--- config.mk ---
export PLATFORM = sky130hd
export DESIGN_NAME = rca_adder_flat
export DESIGN_NICKNAME = d
export VERILOG_FILES = /design/src/rtl/rca_adder_if.sv /design/src/rtl/rca_adder.sv /design/src/flat_wrapper.sv
export SDC_FILE = /design/constraint.sdc
export NUM_CORES = 1
export LEC_CHECK = 0
export BUFFER_PORTS_ARGS = -buffer_cell sky130_fd_sc_hd__buf_4
export CAP_MARGIN = 10
export CORE_AREA = 3 3 40 42
export DETAILED_ROUTE_END_ITERATION = 7
export DIE_AREA = 0 0 43 45
export SLEW_MARGIN = 0
export SYNTH_ARGS = -nofsm -noshare
export SYNTH_HDL_FRONTEND = slang
export SYNTH_SLANG_ARGS = --single-unit
--- constraint.sdc ---
create_clock -name clk -period 1.5 [get_ports clk]
set_input_delay 0.375 -clock clk [delete_from_list [all_inputs] [get_ports clk]]
set_output_delay 0.375 -clock clk [all_outputs]
set_load 0.02 [all_outputs]
--- src/rtl/rca_adder_if.sv ---
// Operand/result bundle for rca_adder: the slave side is the adder, the master side feeds it.
interface rca_adder_if #(
    parameter int N = 4
);
    logic         in_valid;
    logic [N-1:0] A;
    logic [N-1:0] B;
    logic         Ci;
    logic [N-1:0] S;
    logic         Co;
    logic         out_valid;

    modport master (
        output in_valid, A, B, Ci,
        input  S, Co, out_valid
    );

    modport slave (
        input  in_valid, A, B, Ci,
        output S, Co, out_valid
    );
endinterface

--- src/rtl/rca_adder.sv ---
// Registered N-bit ripple-carry adder: {Co, S} = A + B + Ci, one cycle of latency.
// Each generate stage is one full-adder cell; the carry ripples from bit 0 to bit N-1.
module rca_adder #(
    parameter int N = 4
) (
    input  logic       clk,
    input  logic       rst_n,
    rca_adder_if.slave bus
);
    logic [N:0]   carry;
    logic [N-1:0] sum;

    logic [N-1:0] s_d, s_q;
    logic         co_d, co_q;
    logic         out_valid_d, out_valid_q;

    assign carry[0] = bus.Ci;

    for (genvar i = 0; i < N; i++) begin : g_fa
        logic a_bit, b_bit, p_bit;

        assign a_bit      = bus.A[i];
        assign b_bit      = bus.B[i];
        assign p_bit      = a_bit ^ b_bit;
        assign sum[i]     = p_bit ^ carry[i];
        assign carry[i+1] = (a_bit & b_bit) | (carry[i] & p_bit);
    end

    always_comb begin
        // NOTE: every output gets a default before any branch, so no path leaves a
        // variable unassigned and no latch is inferred; the default here is "hold".
        s_d         = s_q;
        co_d        = co_q;
        out_valid_d = bus.in_valid;
        if (bus.in_valid) begin
            s_d  = sum;
            co_d = carry[N];
        end
    end

    // NOTE: state registers use non-blocking assignments so every flop samples the
    // pre-edge value of its inputs, independent of statement order.
    always_ff @(posedge clk or negedge rst_n) begin
        if (!rst_n) begin
            s_q         <= '0;
            co_q        <= 1'b0;
            out_valid_q <= 1'b0;
        end else begin
            s_q         <= s_d;
            co_q        <= co_d;
            out_valid_q <= out_valid_d;
        end
    end

    assign bus.S         = s_q;
    assign bus.Co        = co_q;
    assign bus.out_valid = out_valid_q;
endmodule

--- src/flat_wrapper.sv ---
// flat-port wrapper written by rule: the top's interface ports become plain ports
module rca_adder_flat 
#(
    parameter int N = 4
)
  (clk, rst_n, bus_in_valid, bus_A, bus_B, bus_Ci, bus_S, bus_Co, bus_out_valid);
  rca_adder_if #(.N(N)) bus_i ();
  input  logic clk;
  input  logic rst_n;
  input wire logic [$bits(bus_i.in_valid)-1:0] bus_in_valid;
  input wire logic [$bits(bus_i.A)-1:0] bus_A;
  input wire logic [$bits(bus_i.B)-1:0] bus_B;
  input wire logic [$bits(bus_i.Ci)-1:0] bus_Ci;
  output wire logic [$bits(bus_i.S)-1:0] bus_S;
  output wire logic [$bits(bus_i.Co)-1:0] bus_Co;
  output wire logic [$bits(bus_i.out_valid)-1:0] bus_out_valid;
  assign bus_i.in_valid = bus_in_valid;
  assign bus_i.A = bus_A;
  assign bus_i.B = bus_B;
  assign bus_i.Ci = bus_Ci;
  assign bus_S = bus_i.S;
  assign bus_Co = bus_i.Co;
  assign bus_out_valid = bus_i.out_valid;
  rca_adder #(.N(N)) u_core (.clk(clk), .rst_n(rst_n), .bus(bus_i));
endmodule
==> summary.md <==
| Metric | Value |
|---|---|
| Worst path required time | 1.66 ns |
| Post-Syn Nets | 42 |
| Hold Crit Class | input pin to flip-flop |
| Die W | 43 um |
| Post-synth ARST share | 1.000 |
| Final WS setup | -0.3630 ns |
| Pwr Density | 1036 mW/mm^2 |
| Switching portion of total power | 0.2917 |
| Cell Count, Final, Fillers Out | 61 |
| Core ar. | 0.001285 mm^2 |
| Global route overflow | 0 |
| Drt first pass iters | 1 |
| Routed via count | 228 |
| P_int | 380.2 uW |
| Syn Area/Cell | 13.04 um^2 |
| Seq/Total Area, Yosys | 0.4428 |
| Critical path type | input pin to flip-flop |
| RSZ-0062 raised after global routing | true |
| Worst-path maximum fanout | 1 |
| Clk_skew | 0 ns |
| Slew HR | 0.9159 |
| Row count | 13 |
| Syn-to-layout area delta | 52.77% |
| Net switching power | 156.5 uW |
| DRC | 0 |
| CTS Root Cell | clkbuf_4 |
| Clk slew on worst S/H paths | 0.04 ns |
| Synth area leaders | dfrtp_1 (44%), fa_1 (24%), inv_1 (11%) |
| Critical path arrival | 2.03 ns |
| Synthesized cell area | 339.1 um^2 |
| Crit path launch type | input pin |
| Flop pwr share | 0.387 |
| Ys Warns | 0 |
| #FFs+latches synth | 6 |
| Most frequent cell after synthesis | inv_1 |
| Max Cap Violations | 0 |
| Final worst path period share | 1.242 |
| Layout cells sized above 1 | 0.6087 |
| Gpl congestion | 0.6339 |
| Final setup vio count | 3 |
| Min Tclk post-route | 1.863 ns |
| Post-synth EDFFs | 0 |
| Worst-Margin Slew | 0.1227 ns |
| Die Y | 45 um |
| Total Wirelength | 536 um |
| First-pass GRT wire length | 821 um |
| Final hold violation count | 0 |
| Combinational power share | 0.343 |
| Fin. max-slew vios | 0 |
| Vias per cell | 3.738 |
| Drt wl/cell | 8.787 um |
| Die ar. | 0.001935 mm^2 |
| Cell taking the most area after synthesis | dfrtp_1 |
| Part of the power in the clock network | 0.270 |
| I/O pins | 18 |
| Initial drt markers | 0 |
| VDD IR max | 304.2 uV |
| Worst skew pair latency | 0.24 ns |
| Initial antenna violation count | 0 |
| CTS Buffer Depth | 2 |
| Num CTS Buffers | 3 |
| CP Capture Type | flip-flop |
| Main synth FF type | dfrtp_1 |
| I/O Buffers | 17 |
| Synth cell count leaders | inv_1 (10), dfrtp_1 (6), fa_1 (4), mux2i_1 (3), mux2_4 (2) |
| Total Routing Usage GR | 0.06234 |
| N_diodes | 0 |
| Leakage power | 0.2818 nW |
| Largest net degree at the start of global routing | 7 |
| Post-synth top area share | 0.4428 |
| Mapped Cells | 26 |
| Post-route ant nets | 0 |
| Cell variety after synth | 6 |
| DP Cell Count | 57 |
| Post-DP HPWL | 481.6 um |
| Final TNS setup | -0.6283 ns |
| Initial Util | 0.2639 |
| Achievable frequency | 0.5368 GHz |
| Status | finished with violations |
| Clock Sinks | 6 |
| Vias in the first global route | 221 |
| Failing checks | setup timing |
| CTS H-tree lvls | 1 |
| Nets | 64 |
| CTS tree | done |
## sequential cells by signal, indices dropped and copies added, names as in the netlist
| register | cells |
|---|---|
| u_core.bus.Co | 1 |
| u_core.bus.S | 4 |
| u_core.bus.out_valid | 1 |
## worst paths after layout
kind                                 startpoint              endpoint  slack [ns]  cells after the start
worst max-delay path                   bus_A[0]       u_core.bus.S[3]       -0.36                      9
worst min-delay path               bus_in_valid  u_core.bus.out_valid        0.32                      1
worst max register to register  u_core.bus.S[2]       u_core.bus.S[2]        0.75                      1
worst min register to register  u_core.bus.S[0]       u_core.bus.S[0]        0.51                      1
max in group asynchronous                 rst_n         u_core.bus.Co        0.91                      2
min in group asynchronous                 rst_n       u_core.bus.S[2]        0.48                      2
## power groups by stage
stage | Clock (mW) | Sequential [mW] | Combinational, mW
global route | 0.162 | 0.212 | 0.200
floorplan | 0 | 0.247 | 0.0635
detailed placement | 0 | 0.211 | 0.186
finish | 0.145 | 0.208 | 0.184
CTS | 0.154 | 0.208 | 0.188
global placement | 0 | 0.210 | 0.184
## kinds of logic (layout without fill, tap and decap cells)
group	after synthesis	in the layout	share of synthesized area
fa+ha+maj	4	4	0.2362
flops	6	6	0.4428
buf+inv	11	31	0.1439
mux	5	5	0.1771
## metrics by stage
| stage | utilization | setup WS [ns] | hold slack (ns) | instance area, um^2 | power, mW |
|---|---|---|---|---|---|
| after floorplan | - | -0.5177 | 0.07941 | 346.6 | 0.3107 |
| after global placement | 0.3749 | -0.6937 | 0.1850 | 481.7 | 0.3945 |
| after detailed placement | 0.3749 | -0.7097 | 0.1865 | 481.7 | 0.3963 |
| after CTS | 0.4031 | -0.3724 | 0.3108 | 518.0 | 0.5502 |
| after global routing | 0.4031 | -0.4121 | 0.3169 | 518.0 | 0.5734 |
| final | 0.4031 | -0.3630 | 0.3187 | 518.0 | 0.5367 |
## final cells by class
type	count	area (um^2)
Inverter	10	37.54
Clock buffer	3	22.52
Timing Repair Buffer	18	141.4
Tap cell	15	18.77
Multi-Input combinational cell	9	147.6
Sequential cell	6	150.1
Fill cell	129	767.0
## per-layer routing
| layer | GRT usage | vias up | wire length [um] |
|---|---|---|---|
| met4 | 0.09036 | 0 | 0 |
| met2 | 0.1018 | 8 | 297 |
| met5 | 0 | - | 0 |
| met3 | 0.01195 | 0 | 38 |
| li1 | - | 113 | - |
| met1 | 0.05486 | 107 | 200 |
## cell usage in the layout, fill, tap and decap left out, drive strengths merged
cell and count:
buf 17, clkbuf 3, dfrtp 6, dlygate4sd3 1
fa 4, inv 10, mux2 2, mux2i 3
## what timing repair did
action	4_1_cts	5_1_grt
resized for setup	1	0
pin swaps	4	0
endpoints found under the setup margin	3	3
setup buffers	0	0
endpoints found under the hold margin	6	0
hold buffers	1	0
## critical path, cell delays in order
cell	delay, ns
buf_6	0.09
fa_2	0.37
inv_2	0.06
fa_2	0.18
inv_2	0.04
fa_2	0.32
inv_2	0.06
fa_1	0.40
mux2i_1	0.13
Note: power is estimated with default switching activity, not from simulation.
